**config.mk**
```make
export PLATFORM = sky130hd
export DESIGN_NAME = flash_rd_cache
export DESIGN_NICKNAME = d
export VERILOG_FILES = /design/src/rtl/flash_rd_cache_pkg.sv /design/src/rtl/flash_rd_cache_store.sv /design/src/rtl/flash_rd_cache.sv
export SDC_FILE = /design/constraint.sdc
export NUM_CORES = 1
export LEC_CHECK = 0
export ABC_AREA = 1
export CAP_MARGIN = 15
export CORE_MARGIN = 2
export CORE_UTILIZATION = 53
export DETAILED_ROUTE_END_ITERATION = 12
export HOLD_SLACK_MARGIN = 0.1
export PLACE_DENSITY = 0.78
export SLEW_MARGIN = 40
export SYNTH_ARGS = -nofsm -noshare
export SYNTH_HDL_FRONTEND = slang
export SYNTH_SLANG_ARGS = --single-unit
export TNS_END_PERCENT = 20
```
**constraint.sdc**
```tcl
create_clock -name clk -period 3.5 [get_ports clk]
set_input_delay 0.35 -clock clk [delete_from_list [all_inputs] [get_ports clk]]
set_output_delay 0.35 -clock clk [all_outputs]
set_load 0.05 [all_outputs]
```
**src/rtl/flash_rd_cache_pkg.sv**
```systemverilog
// Shared state encoding and default address width for the flash read cache.
package flash_rd_cache_pkg;

    localparam int AW_DEFAULT = 24;

    typedef enum logic [2:0] {
        ST_IDLE = 3'd0,
        ST_FILL = 3'd1,
        ST_ACK  = 3'd2,
        ST_HOLD = 3'd3,
        ST_PREF = 3'd4
    } state_t;

endpackage

```
**src/rtl/flash_rd_cache_store.sv**
```systemverilog
// Valid/tag/data arrays of the flash read cache: one write port, combinational read,
// synchronous clear of every valid bit.
module flash_rd_cache_store
    import flash_rd_cache_pkg::*;
#(
    parameter int ENTRIES = 8,
    parameter int IW      = $clog2(ENTRIES),
    parameter int TW      = AW_DEFAULT - IW - 2
) (
    input  logic          clk,
    input  logic          clear_all,
    input  logic          wr_en,
    input  logic [IW-1:0] wr_idx,
    input  logic          wr_valid,
    input  logic [TW-1:0] wr_tag,
    input  logic [31:0]   wr_data,
    input  logic [IW-1:0] rd_idx,
    output logic          rd_valid,
    output logic [TW-1:0] rd_tag,
    output logic [31:0]   rd_data
);

    logic [ENTRIES-1:0] valid_q;
    logic [TW-1:0]      tag_q  [ENTRIES];
    logic [31:0]        data_q [ENTRIES];

    // A clear on the same edge as a write leaves that entry invalid.
    always_ff @(posedge clk) begin
        if (clear_all) begin
            valid_q <= '0;
        end else if (wr_en) begin
            valid_q[wr_idx] <= wr_valid;
        end
    end

    always_ff @(posedge clk) begin
        if (wr_en) begin
            tag_q[wr_idx]  <= wr_tag;
            data_q[wr_idx] <= wr_data;
        end
    end

    assign rd_valid = valid_q[rd_idx];
    assign rd_tag   = tag_q[rd_idx];
    assign rd_data  = data_q[rd_idx];

endmodule

```
**src/rtl/flash_rd_cache.sv**
```systemverilog
// Direct-mapped read-only word cache in front of the SPI flash controller.
// Define FLASH_CACHE_PREFETCH_EN to add the background next-word prefetch.
//
// state | meaning
// IDLE  | waiting for a CPU read; lookup happens on the request edge
// FILL  | miss outstanding at the flash controller
// ACK   | one-cycle acknowledge to the CPU
// HOLD  | requester drops cyc; CPU request ignored
// PREF  | background fill of the word after the last miss (prefetch build only)
module flash_rd_cache
    import flash_rd_cache_pkg::*;
#(
    parameter int ENTRIES = 8,
    parameter int AW      = AW_DEFAULT
) (
    input  logic          clk,
    input  logic          rst_n,
    input  logic          i_cpu_valid,
    input  logic [AW-1:0] i_cpu_adr,
    output logic          o_cpu_ack,
    output logic [31:0]   o_cpu_rdt,
    input  logic          i_flush,
    output logic          o_mem_valid,
    output logic [AW-1:0] o_mem_addr,
    input  logic          i_mem_ready,
    input  logic [31:0]   i_mem_rdata,
    output logic          o_hit
);

    localparam int IW = $clog2(ENTRIES);
    localparam int TW = AW - IW - 2;

    state_t        state_q, state_nx;
    logic [AW-3:0] fetch_q, fetch_nx;
    logic [31:0]   rdt_q, rdt_nx;
    logic          flushed_q, flushed_nx;
    logic          hit_q, hit_nx;
    logic          ack_q, mem_valid_q;

    logic [AW-3:0] cpu_word, look_word;
    logic          look_hit;
    logic          wr_en, wr_valid;
    logic [IW-1:0] rd_idx;
    logic          rd_valid;
    logic [TW-1:0] rd_tag;
    logic [31:0]   rd_data;
    logic          unused_adr_lsb;

    assign cpu_word       = i_cpu_adr[AW-1:2];
    assign unused_adr_lsb = ^i_cpu_adr[1:0];

`ifdef FLASH_CACHE_PREFETCH_EN
    logic [AW-3:0] next_word;
    logic          miss_q, miss_nx;

    // fetch_q still holds the miss word while in HOLD; the +1 wraps at the top of flash.
    assign next_word = fetch_q + 1'b1;
    assign look_word = (state_q == ST_HOLD) ? next_word : cpu_word;
`else
    assign look_word = cpu_word;
`endif

    assign rd_idx   = look_word[IW-1:0];
    assign look_hit = rd_valid && (rd_tag == look_word[AW-3:IW]);

    flash_rd_cache_store #(
        .ENTRIES (ENTRIES),
        .IW      (IW),
        .TW      (TW)
    ) u_store (
        .clk       (clk),
        .clear_all (!rst_n || i_flush),
        .wr_en     (wr_en),
        .wr_idx    (fetch_q[IW-1:0]),
        .wr_valid  (wr_valid),
        .wr_tag    (fetch_q[AW-3:IW]),
        .wr_data   (i_mem_rdata),
        .rd_idx    (rd_idx),
        .rd_valid  (rd_valid),
        .rd_tag    (rd_tag),
        .rd_data   (rd_data)
    );

    always_comb begin
        state_nx   = state_q;
        fetch_nx   = fetch_q;
        rdt_nx     = rdt_q;
        hit_nx     = 1'b0;
        flushed_nx = flushed_q | i_flush;
        wr_en      = 1'b0;
        wr_valid   = 1'b0;
`ifdef FLASH_CACHE_PREFETCH_EN
        miss_nx    = miss_q;
`endif
        case (state_q)
            ST_IDLE: begin
                if (i_cpu_valid) begin
                    // A flush on the lookup edge wins over a hit.
                    if (look_hit && !i_flush) begin
                        rdt_nx   = rd_data;
                        hit_nx   = 1'b1;
                        state_nx = ST_ACK;
`ifdef FLASH_CACHE_PREFETCH_EN
                        miss_nx  = 1'b0;
`endif
                    end else begin
                        fetch_nx   = cpu_word;
                        flushed_nx = 1'b0;
                        state_nx   = ST_FILL;
`ifdef FLASH_CACHE_PREFETCH_EN
                        miss_nx    = 1'b1;
`endif
                    end
                end
            end
            ST_FILL: begin
                if (i_mem_ready) begin
                    wr_en    = 1'b1;
                    wr_valid = !(flushed_q || i_flush);
                    rdt_nx   = i_mem_rdata;
                    state_nx = ST_ACK;
                end
            end
            ST_ACK: begin
                state_nx = ST_HOLD;
            end
            ST_HOLD: begin
`ifdef FLASH_CACHE_PREFETCH_EN
                if (miss_q && !(look_hit && !i_flush)) begin
                    fetch_nx   = next_word;
                    flushed_nx = 1'b0;
                    state_nx   = ST_PREF;
                end else begin
                    state_nx = ST_IDLE;
                end
`else
                state_nx = ST_IDLE;
`endif
            end
`ifdef FLASH_CACHE_PREFETCH_EN
            ST_PREF: begin
                if (i_mem_ready) begin
                    wr_en    = 1'b1;
                    wr_valid = !(flushed_q || i_flush);
                    state_nx = ST_IDLE;
                end
            end
`endif
            default: begin
                state_nx = ST_IDLE;
            end
        endcase
    end

    always_ff @(posedge clk) begin
        if (!rst_n) begin
            state_q     <= ST_IDLE;
            fetch_q     <= '0;
            rdt_q       <= '0;
            flushed_q   <= 1'b0;
            hit_q       <= 1'b0;
            ack_q       <= 1'b0;
            mem_valid_q <= 1'b0;
        end else begin
            state_q     <= state_nx;
            fetch_q     <= fetch_nx;
            rdt_q       <= rdt_nx;
            flushed_q   <= flushed_nx;
            hit_q       <= hit_nx;
            ack_q       <= (state_nx == ST_ACK);
            mem_valid_q <= (state_nx == ST_FILL) || (state_nx == ST_PREF);
        end
    end

`ifdef FLASH_CACHE_PREFETCH_EN
    always_ff @(posedge clk) begin
        if (!rst_n) begin
            miss_q <= 1'b0;
        end else begin
            miss_q <= miss_nx;
        end
    end
`endif

    assign o_cpu_ack   = ack_q;
    assign o_cpu_rdt   = rdt_q;
    assign o_hit       = hit_q;
    assign o_mem_valid = mem_valid_q;
    assign o_mem_addr  = {fetch_q, 2'b00};

endmodule

```
# --- Word-level counts from Yosys, hierarchy flattened ---
# Memory sizes are Yosys's and may differ from the RTL's.
# Index checks and enable logic that the tools add are counted.
word_totals:
  reg_bits: 69
  in_bits: 61
  ram_bits: 408
  mem_count: 2
op_classes:
  eq_ne: 9
  reduce_logical: 14
  n_bitwise: 2
  n_lt_le_gt_ge: 3
  n_mux: 23
mem_list:
  columns: ["name", "words", "width", "rd", "rd_clocked_by_memory_dff", "wr", "line_no", "rtl"]
  rows:
  - ["u_store.data_q", 8, 32, 1, 0, 1, "flash_rd_cache_store.sv:25", "logic [31:0] data_q [ENTRIES];"]
  - ["u_store.tag_q", 8, 19, 1, 0, 1, "flash_rd_cache_store.sv:24", "logic [TW-1:0] tag_q [ENTRIES];"]
ops:
  columns: ["operator", "count"]
  rows:
  - ["$mux 32", 3]
  - ["$pmux 32 s2", 1]
  - ["$eq 19x19->1", 1]
  - ["$mux 1", 12]
  - ["$pmux 3 s3", 1]
  - ["$bwmux 8", 1]
  - ["$lt 3x4->1 const B", 2]
  - ["$eq 3x1->1 const B", 2]
  - ["$eq 3x2->1 const B", 2]
  - ["$mux 3", 2]
  - ["$ne 2x2->1 const B", 3]
  - ["$reduce_and 3->1", 2]
  - ["$reduce_and 4->1", 1]
  - ["$bmux 1 s3", 1]
  - ["$demux 1 s3", 1]
  - ["$eq 3x3->1 const B", 1]
  - ["$ge 3x1->1 const B", 1]
  - ["$logic_and 1x1->1", 3]
  - ["$logic_not 1->1", 3]
  - ["$logic_not 3->1", 1]
  - ["$logic_or 1x1->1", 3]
  - ["$mux 2", 1]
  - ["$reduce_bool 2->1", 1]
  - ["$not 1->1", 1]
  - ["$or 1x1->1", 1]

# --- Depth between registers and ports, before layout ---
# Gate-level depths: netlist (run 1).
depth:
  word_depth: 9
  mapped_depth: 20
  mapped_depth_nobuf: 18

# --- Modules after synthesis ---
# A second synthesis (run 1) with hierarchy kept.
hier_totals:
  hier_cells: 2373
  area_unflattened_um2: 21385.5
modules_own_cells:
  columns: ["module", "seq_area_each_um2", "area_per_inst_um2", "cells_each", "instances"]
  rows:
  - ["flash_rd_cache_store", 12411.9, 18148.7, 1844, 1]
  - ["flash_rd_cache", 1221.2, 3236.9, 529, 1]

# --- Least setup slack after synthesis (run 1) ---
# OpenSTA, ideal clock, no wires.
synth_timing:
  path_kind: "register -> register"
  start: "register state_q[2]"
  end: "memory u_store.data_q[0][0], enable pin"
  stages_incl_launch_ff: 10
  required_time_ns: 3.037
  t_arrival_ns: 3.441
  setup_slack_ns: -0.404
  n_path_buf: 0
  path_cell_list: "dfxtp_1 > nor2_1 > inv_1 > nor2_1 > inv_1 > nor2_1 > inv_1 > nor2_1 > inv_1 > nor2_1"
synth_via:
  elab_chain_len: 4
synth_rtl:
  columns: ["item", "line_no", "rtl"]
  rows:
  - ["start, declared", "flash_rd_cache.sv:33", "state_t state_q, state_nx;"]
  - ["start signal, assigned", "flash_rd_cache.sv:165", "state_q <= state_nx;"]
  - ["$eq 3x1->1", "flash_rd_cache.sv:95", "case (state_q)"]
  - ["$mux 1", "flash_rd_cache.sv:95", null]
  - ["$mux 1", "flash_rd_cache_store.sv:37", "if (wr_en) begin"]
  - ["$mux 1 (implied by the code)", "flash_rd_cache_store.sv:39", "data_q[wr_idx] <= wr_data;"]
  - ["end, declared", "flash_rd_cache_store.sv:25", null]
# Every way passes these cells.

# --- Final worst setup path (run 1) ---
layout_timing:
  start: "input i_cpu_adr[2]"
  end: "register rdt_q[24] (netlist: o_cpu_rdt[24])"
layout_via:
  elab_chain_len: 6
layout_rtl:
  columns: ["item", "line_no", "rtl"]
  rows:
  - ["start, declared", "flash_rd_cache.sv:19", "input logic [AW-1:0] i_cpu_adr,"]
  - ["$mem_v2 8x19 / $bmux 1 s3 (equally long branches)", null, null]
  - ["$eq 19x19->1 / $mux 1 (equally long branches)", "flash_rd_cache.sv:64, flash_rd_cache_store.sv:43", null]
  - ["$logic_and 1x1->1", "flash_rd_cache.sv:64", "assign look_hit = rd_valid && (rd_tag == look_word[AW-3:IW]);"]
  - ["$logic_and 1x1->1", "flash_rd_cache.sv:99", "if (look_hit && !i_flush) begin"]
  - ["$ne 2x2->1 (no line)", null, null]
  - ["$reduce_and 4->1 (no line)", null, null]
  - ["end signal, assigned", "flash_rd_cache.sv:167", "rdt_q <= rdt_nx;"]
  - ["end, declared", "flash_rd_cache.sv:35", "logic [31:0] rdt_q, rdt_nx;"]
# Parallel ways exist; a longest one is shown, timed or not. The select of a mux whose other input is x is not followed.
# A chain may end at the register's enable or synchronous reset.

==> impl_metrics.tcl, run 1 <==
set metrics [dict create \
    syn_area_per_cell_um2 10.8 \
    final.min_clock_period_ns 2.57 \
    grt_pass1_vias 13515 \
    ys_ff_latch 477 \
    hold_path_class "in2reg" \
    die-height_um 196 \
    vias_per_cell 5.74 \
    power_density_nw_per_um2 535 \
    clock_latency_ns 0.58 \
    start_util_pct 53.5 \
    clock_path_buffers 3 \
    grt_pass1_wl_mm 74.1 \
    synth_area_um2 19500 \
    synth_top_area_share_pct 62.8 \
    startpoint_type "primary input" \
    wirelength_mm 47.8 \
    synthTopCellsByArea "edfxtp_1, dfxtp_1, nor2_1, nand2_1, o21ai_0" \
    core_area_um2 36400 \
    crit_start "i_cpu_adr[2]" \
    yosys.area.top_type "edfxtp_1" \
    finalCritPeriodShare_pct 73.5 \
    status "completed" \
    irDropWorstVdd_mv 0.430 \
    slew_headroom_pct 49.0 \
    cp.required_ns 3.97 \
    drc_errors 0 \
    regToRegSetupSlack_ns 1.08 \
    path_clk_slew_ns 0.06 \
    htree_levels 2 \
    io-pin-count 120 \
    p_leak_nw 8.42 \
    grt_max_degree 139 \
    ys.flop_type "edfxtp_1" \
    rsz0062_at_grt "false" \
    crit_type "in2reg" \
    maxSlewViolCount 0 \
    end_kind "register" \
    hold_violations 0 \
    synth_enable_flop_cells 408 \
    die_area_um2 38400 \
    dpl.hpwl_mm 25.6 \
    clock.fmax_mhz 389 \
    detail-route-antenna-nets 0 \
    ys_async_sr_fraction_pct 0 \
    layout-drive-gt1-share_pct 6.94 \
    post_drt_wl_per_cell_um 19.8 \
    ctsResizeCount 0 \
    synth_seq_area_share_pct 69.9 \
    track_usage_pct 24.9 \
    final_common_cell "edfxtp_1" \
    vias 13848 \
    place_ws_ns 0.447 \
    die_x_um 196 \
    antenna_found_initial 2 \
    cp_data_arrival_time_ns 3.04 \
    drtIter0Drc 1288 \
    mostFrequentLayoutCells "edfxtp_1, nor2_1, nand2_1, o21ai_0, nand3_1" \
    cts_hold_repair.buffers 0 \
    cts_made_buffers 47 \
    rows 70 \
    nets 1967 \
    port-buffer-count 115 \
    ys_types 26 \
    num_antenna_cells 0 \
    place_congestion 0.792 \
    timing.rr.start "u_store.tag_q[7][16]$_DFFE_PP_" \
    synth_warnings 0 \
    syn_to_final_growth_pct 16.6 \
    cts_root_buf "clkbuf_16" \
    grt.overflow.total 0 \
    finClkSkew_ns 0.0198 \
    max_cap_viol_count 0 \
    setup_slack_ns 0.928 \
    cts_tree "yes" \
    synth_cells 1810 \
    tns_ns 0 \
    critPathCapture "o_cpu_rdt[24]$_SDFFE_PN0P_" \
    setup_violations 0 \
    timing.rr.end "o_cpu_rdt[24]$_SDFFE_PN0P_" \
    crit_fanout 38 \
    cts_setup_buffers 0 \
    dr.pass1.iters 5 \
    num-fill-cells 2760 \
    ff2ff_path_depth 17 \
    worst_slew_pin_slew_ns 0.762 \
    cts.sinks 477 \
]
[worst max-delay path: stages]
cell	delay, ns
buf_6	0.18
inv_4	0.13
buf_4	0.38
nand2_1	0.11
nand3_1	0.09
nand2_1	0.07
nand2_1	0.09
nand2_1	0.08
nand2_1	0.09
nand2_1	0.05
nor2_1	0.08
nand2_1	0.06
nor2_1	0.29
nand4_2	0.20
nand2_4	0.26
buf_12	0.20
nand3_1	0.08
nand2_1	0.12
nor2_1	0.05
[cells in the mapped netlist, drive strengths merged, types with 2 or more instances]
master / n
nand2: 308
buf: 52
nand3: 134
inv: 129
dfxtp: 69
o22ai: 64
clkbuf: 58
a211oi: 7
a21oi: 51
edfxtp: 408
o21ai: 204
nor2: 314
nand3b: 6
o211ai: 2
[final cells by class]
| type | instances | area, um2 | area share, % |
|---|---|---|---|
| clock buffer | 58 | 1290 | 5.67 |
| sequential | 477 | 13600 | 59.9 |
| timing repair buffer | 155 | 1580 | 6.94 |
| tap | 468 | 586 | 2.57 |
| inverter | 129 | 487 | 2.14 |
| multi-input combinational | 1096 | 4910 | 21.6 |
| clock inverter | 29 | 264 | 1.16 |
[where the power goes]
group / leakage [nW] / internal (mW) / switching (mW)
sequential: 4.29 / 6.21 / 0.0536
combinational: 3.37 / 0.291 / 0.609
clock: 0.758 / 2.86 / 2.14
[per-stage QoR]
| step | power [mW] | instance area, um2 | utilization (%) | hold slack [ns] | std cells |
|---|---|---|---|---|---|
| 4_1_cts | 12.2 | 22700 | 62.4 | 0.343 | 2412 |
| 2_1_floorplan | 6.93 | 19500 | - | 0.449 | 1812 |
| 5_1_grt | 12.5 | 22700 | 62.4 | 0.391 | 2412 |
| 3_5_place_dp | 7.28 | 21200 | 58.2 | 0.477 | 2325 |
| 3_3_place_gp | 7.25 | 21200 | 58.2 | 0.468 | 2325 |
| 6_report | 12.2 | 22700 | 62.4 | 0.374 | 2412 |
[sequential cells by signal, summed over array words and instances, names as in the netlist]
name             cells
flushed_q            1
u_store.data_q     256
o_hit                1
u_store.valid_q      8
o_cpu_rdt           32
o_mem_valid          1
o_cpu_ack            1
fetch_q             22
u_store.tag_q      152
state_q              3
[worst min path at each step]
stage,slack [ns],endpoint,startpoint,cells after the start
3_3_place_gp,0.47,o_cpu_rdt[26]$_SDFFE_PN0P_,o_cpu_rdt[26]$_SDFFE_PN0P_,2
4_1_cts,0.34,o_cpu_rdt[28]$_SDFFE_PN0P_,rst_n,3
5_1_grt,0.39,o_cpu_rdt[28]$_SDFFE_PN0P_,rst_n,3
3_5_place_dp,0.48,o_cpu_rdt[22]$_SDFFE_PN0P_,o_cpu_rdt[22]$_SDFFE_PN0P_,2
6_report,0.37,o_cpu_rdt[1]$_SDFFE_PN0P_,rst_n,3
2_1_floorplan,0.45,u_store.data_q[0][0]$_DFFE_PP_,i_mem_rdata[0],0
[cell families after synthesis]
kind of cell,after synthesis,synth area share (%)
AO/OA/AOI/OAI,328,8.94
buffers and inverters,239,5.32
flip-flops,477,69.9
other,1,0.0192
AND/OR/NAND/NOR,765,15.8
[metal layers]
metal  global-route usage [%]  vias to the layer above  routed length (um)
met1                     32.7                     6695               19000
li1                         -                     6410                   -
met2                     42.4                      629               23400
met4                     8.73                        4                1340
met5                        0                        -                  24
met3                     3.97                      110                3950
No activity file was read; power rests on OpenSTA's default activity.
==> inputs of run 2 (changes only) <==
- clock period: 3.5 -> 2.25 ns (I/O delays scaled with it)
==> impl_metrics.tcl, run 2 (same netlist as run 1, synthesis figures left out) <==
set metrics [dict create \
    p_clk_share_pct 40.2 \
    setup_slack_ns 0.0552 \
    die_area_um2 38400 \
    antenna_found_initial 5 \
    vias_per_cell 5.70 \
    cp_data_arrival_time_ns 1.97 \
    crit_type "reg2out" \
    grt_pass1_vias 13560 \
    finalCritPeriodShare_pct 97.5 \
    cts.sinks 477 \
    wirelength_mm 48.1 \
    end_kind "output port" \
    status "completed" \
    power_density_nw_per_um2 805 \
    critical_path.max_stage_delay_ns 0.90 \
    core_area_um2 36400 \
    rsz0062_at_grt "true" \
    mostFrequentLayoutCells "edfxtp_1, nand2_1, nor2_1, o21ai_0, nand3_1" \
    dpl.hpwl_mm 27.5 \
    cts_root_buf "clkbuf_16" \
    crit_fanout 10 \
    nets 2013 \
    p_seq_share_pct 51.9 \
    clock.fmax_mhz 456 \
    grt_pass1_wl_mm 73.8 \
    port-buffer-count 115 \
    top_register "u_store.data_q" \
    cts_setup_buffers 0 \
    power.switching_mw 4.31 \
    largest_reg_flops 256 \
    power.total_mw 18.8 \
    num-fill-cells 2612 \
    maxSlewViolCount 0 \
    multiInputGateArea_um2 4960 \
    swShare_pct 22.9 \
    dpl_cell_area_um2 21700 \
    crit_chain "clkdlybuf4s50_1" \
    cts_made_buffers 47 \
    vias 14030 \
    fin_util_pct 64.0 \
    syn_to_final_growth_pct 19.5 \
    irDropWorstVdd_mv 0.655 \
    p_leak_nw 8.77 \
    path_clk_slew_ns 0.06 \
    clock_latency_ns 0.58 \
    worst_slew_pin_slew_ns 0.622 \
    path_buf_inv 1 \
    max_cap_viol_count 0 \
    cp.required_ns 2.03 \
    crit_slowest_cell "clkdlybuf4s50_1" \
    final_area_um2 23300 \
    seq_area_um2 13600 \
    io-pin-count 120 \
    layout-drive-gt1-share_pct 9.29 \
    rows 70 \
    place_congestion 0.868 \
    p_int_mw 14.5 \
    track_usage_pct 24.8 \
    final.min_clock_period_ns 2.19 \
    grt_max_degree 65 \
    path_delay_family "buffers and inverters" \
    post_drt_wl_per_cell_um 19.6 \
    hold_path_class "in2reg" \
    finClkSkew_ns 0.0295 \
    drtIter0Drc 1427 \
    cts_tree "yes" \
    detail-route-antenna-nets 0 \
    place_ws_ns -0.223 \
    comb_power_share_pct 7.9 \
    hold_violations 0 \
    setup_violations 0 \
    clock_path_buffers 3 \
    startpoint_type "register" \
    slew_headroom_pct 58.5 \
    start_util_pct 53.5 \
    holdWs_ns 0.334 \
    final_common_cell "edfxtp_1" \
    grt.overflow.total 0 \
    die-height_um 196 \
    dr.pass1.iters 5 \
    die_x_um 196 \
    htree_levels 2 \
    drc_errors 0 \
]
==> run 2: changes by cell type in the layout (fill, tap and decap cells not counted), moves of 3 or more <==
cell | previous run | this run
inv_2 | 2 | 5
clkbuf_8 | 5 | 2
clkdlybuf4s50_1 | 111 | 105
nor2_4 | 8 | 11
inv_1 | 126 | 123
buf_4 | 30 | 57
buf_12 | 11 | 25
clkbuf_1 | 5 | 12
dlymetal6s2s_1 | 0 | 5
nor2_2 | 0 | 4
nor2_1 | 306 | 299
==> run 2: routing by layer <==
layer | track usage (%) | routed length [um] | share of wire (%)
met4 | 10.0 | 1620 | 3.4
met1 | 32.9 | 18400 | 38
met2 | 40.9 | 23400 | 49
met3 | 4.49 | 4670 | 9.7
met5 | 0 | 45 | 0.094
==> run 2: power by group through the flow <==
stage	Combinational [mW]	Sequential, mW	Clock [mW]
6_report	1.48	9.75	7.54
5_1_grt	1.62	9.76	7.92
3_3_place_gp	1.41	9.94	0
2_1_floorplan	0.724	10.1	0
3_5_place_dp	1.45	9.94	0
4_1_cts	1.46	9.75	7.62
==> run 2: timing repair <==
action / in CTS / in global routing
pin swaps: 0 / 3
hold endpoints to repair: 11 / 0
gates cloned: 0 / 2
hold buffers: 1 / 0
resized for setup: 1 / 16
setup endpoints to repair: 1 / 62
==> run 2: worst paths after layout <==
path / from / endpoint / slack (ns) / cells past startpoint
worst min-delay path: i_cpu_adr[10] / fetch_q[8]$_SDFFE_PN0P_ / 0.33 / 3
worst min register to register: o_cpu_rdt[15]$_SDFFE_PN0P_ / o_cpu_rdt[15]$_SDFFE_PN0P_ / 0.49 / 2
worst max-delay path: fetch_q[13]$_SDFFE_PN0P_ / o_mem_addr[15] / 0.06 / 1
worst max register to register: u_store.tag_q[7][7]$_DFFE_PP_ / o_cpu_rdt[6]$_SDFFE_PN0P_ / 0.09 / 15
==> run 2: stage by stage <==
stage | cells | TNS, ns
after floorplan | 1812 | -8.12
after global placement | 2368 | -4.98
after detailed placement | 2368 | -8.32
after CTS | 2457 | 0
after global routing | 2459 | -0.0251
final | 2460 | 0
==> run 2: layout make-up <==
class | instances | share of cell area, %
Clock inverter | 27 | 1.05
Sequential cell | 477 | 58.5
Inverter | 129 | 2.09
Timing Repair Buffer | 201 | 9.24
Multi-Input combinational cell | 1096 | 21.3
Antenna cell | 1 | 0.0107
Tap cell | 468 | 2.51
Clock buffer | 61 | 5.35
==> inputs of run 3 (changes only) <==
- ABC_AREA: 1 -> not set
==> impl_metrics.tcl, run 3 <==
set metrics [dict create \
    crit_fanout 8 \
    dpl.hpwl_mm 23.7 \
    layout.cells.non_filler 1723 \
    critical_path.max_stage_delay_ns 0.48 \
    p_leak_nw 7.40 \
    ys_async_sr_fraction_pct 0 \
    synth_top_area_share_pct 65.3 \
    regToRegSetupSlack_ns -0.36 \
    dr.pass1.iters 5 \
    power_density_nw_per_um2 804 \
    finClkSkew_ns 0.0278 \
    met3_usage_pct 4.04 \
    hold_path_class "in2reg" \
    ys.flop_type "edfxtp_1" \
    vias_per_cell 5.99 \
    crit_slowest_cell "mux4_2" \
    rsz0062_at_grt "true" \
    post-place-cells 1632 \
    finalCritPeriodShare_pct 116 \
    status "finished, violations left" \
    power.total_mw 18.3 \
    tns_ns -17.24 \
    synth_area_um2 18800 \
    syn_to_final_growth_pct 21.3 \
    clock.fmax_mhz 383 \
    cts_hold_repair.buffers 0 \
    top_register "u_store.data_q" \
    top_usage_layer "met2" \
    vias 10317 \
    setup_slack_ns -0.359 \
    use_met1_pct 31.1 \
    gr-usage-met2_pct 38.7 \
    maxSlewViolCount 0 \
    synth_enable_flop_cells 408 \
    layout-drive-gt1-share_pct 20.7 \
    slew_headroom_pct 56.5 \
    grt.overflow.total 0 \
    grt_max_degree 49 \
    synthTopCellsByArea "edfxtp_1, mux4_2, dfxtp_1, mux2i_1, o21ai_0" \
    grt_pass1_wl_mm 62.6 \
    synth_common_cells "edfxtp_1, mux2i_1, nand2_1" \
    post_drt_wl_per_cell_um 24.1 \
    end_kind "register" \
    detail-route-antenna-nets 0 \
    rows 68 \
    cp_data_arrival_time_ns 3.10 \
    final.min_clock_period_ns 2.61 \
    final_common_cell "edfxtp_1" \
    cts.sinks 477 \
    startpoint_type "register" \
    drtIter0Drc 899 \
    htree_levels 2 \
    drc_errors 0 \
    port-buffer-count 115 \
    hold_violations 0 \
    max_cap_viol_count 0 \
    ys_ff_latch 477 \
    multiInputGateArea_um2 4940 \
    ys_types 49 \
    cts_tree "yes" \
    num_antenna_cells 0 \
    die-height_um 192 \
    synth_warnings 0 \
    path_buf_inv 3 \
    yosys.area.top_type "edfxtp_1" \
    cp.required_ns 2.74 \
    clock_latency_ns 0.56 \
    crit_type "reg2reg" \
    clock_path_buffers 3 \
    path_delay_family "multiplexers" \
    seq_area_um2 13600 \
    setup_violations 60 \
    start_util_pct 54.0 \
    cts_root_buf "clkbuf_16" \
    synth_cells 1052 \
    syn_area_per_cell_um2 17.8 \
    mostFrequentLayoutCells "edfxtp_1, clkdlybuf4s50_1, mux2i_1, nand2_1, mux4_2" \
    io-pin-count 120 \
    place_congestion 0.783 \
    crit_chain "mux4_2 -> mux2i_1 -> xor2_1 -> o2111ai_2 -> nor4_2 -> buf_4 -> and4_4 -> buf_12 -> clkbuf_16 -> o21ai_0 -> a21boi_0" \
    synth_seq_area_share_pct 72.7 \
    num-fill-cells 2285 \
    grt_pass1_vias 10633 \
    wirelength_mm 41.5 \
    violations "setup timing" \
    nets 1291 \
    antenna_found_initial 1 \
    path_clk_slew_ns 0.06 \
    largest_reg_flops 256 \
    core_area_um2 34700 \
    die_area_um2 36900 \
    worst_slew_pin_slew_ns 0.652 \
    synth.most_common_cell "edfxtp_1" \
    irDropWorstVdd_mv 0.694 \
    place_ws_ns -0.752 \
    cts_made_buffers 46 \
    track_usage_pct 22.8 \
    die_x_um 192 \
]
run 3: per-stage QoR:
step | hold slack [ns] | utilization, % | instance area [um2]
3_5_place_dp | 0.471 | 60.7 | 21100
4_1_cts | 0.161 | 65.3 | 22700
5_1_grt | 0.190 | 65.5 | 22700
6_report | 0.186 | 65.5 | 22700
2_1_floorplan | 0.324 | - | 18900
3_3_place_gp | 0.464 | 60.7 | 21100
run 3: power breakdown:
part	internal, mW	leakage [nW]	total [mW]	switching, mW
clock	4.36	0.729	7.54	3.18
combinational	0.476	2.51	1.05	0.576
sequential	9.62	4.15	9.69	0.0676
total	14.5	7.40	18.3	3.83
run 3: cell families after synthesis:
| kind of cell | share of synthesized area, % |
|---|---|
| compound gates | 4.18 |
| xor+xnor | 0.654 |
| buf+inv | 1.93 |
| flops | 72.7 |
| mux | 16.3 |
| other cells | 0.0200 |
| simple gates | 4.24 |
run 3: final timing paths:
| check | from | end | depth (start not counted) |
|---|---|---|---|
| worst max-delay path | u_store.tag_q[1][0]$_DFFE_PP_ | o_cpu_rdt[17]$_SDFFE_PN0P_ | 11 |
| worst max register to register | u_store.tag_q[1][0]$_DFFE_PP_ | o_cpu_rdt[17]$_SDFFE_PN0P_ | 11 |
| worst min register to register | o_cpu_rdt[31]$_SDFFE_PN0P_ | o_cpu_rdt[31]$_SDFFE_PN0P_ | 2 |
| worst min-delay path | rst_n | fetch_q[2]$_SDFFE_PN0P_ | 3 |
run 3: repair_timing:
action / 4_1_cts / 5_1_grt
gates cloned: 2 / 1
pin swaps: 24 / 12
buffers inserted: 2 / 0
resized for setup: 31 / 22
endpoints found under the setup margin: 61 / 61
run 3: final cells by class:
class	instances	share of cell area, %
repair buffers	193	9.21
clock buffers	65	5.86
well taps	455	2.50
multi-input cells	512	21.7
flip-flops and latches	477	60.0
clock inverters	21	0.737
run 3: worst min-delay path, cell delays in order:
cell and delay, ns:
buf_2 0.27, nand2_1 0.13, mux2i_1 0.06
run 3: routing by layer:
metal / part of all wire (%) / routed length (um)
met1: 41 / 16800
met2: 50 / 20800
met3: 7.5 / 3110
met4: 1.7 / 726
met5: 0.031 / 13
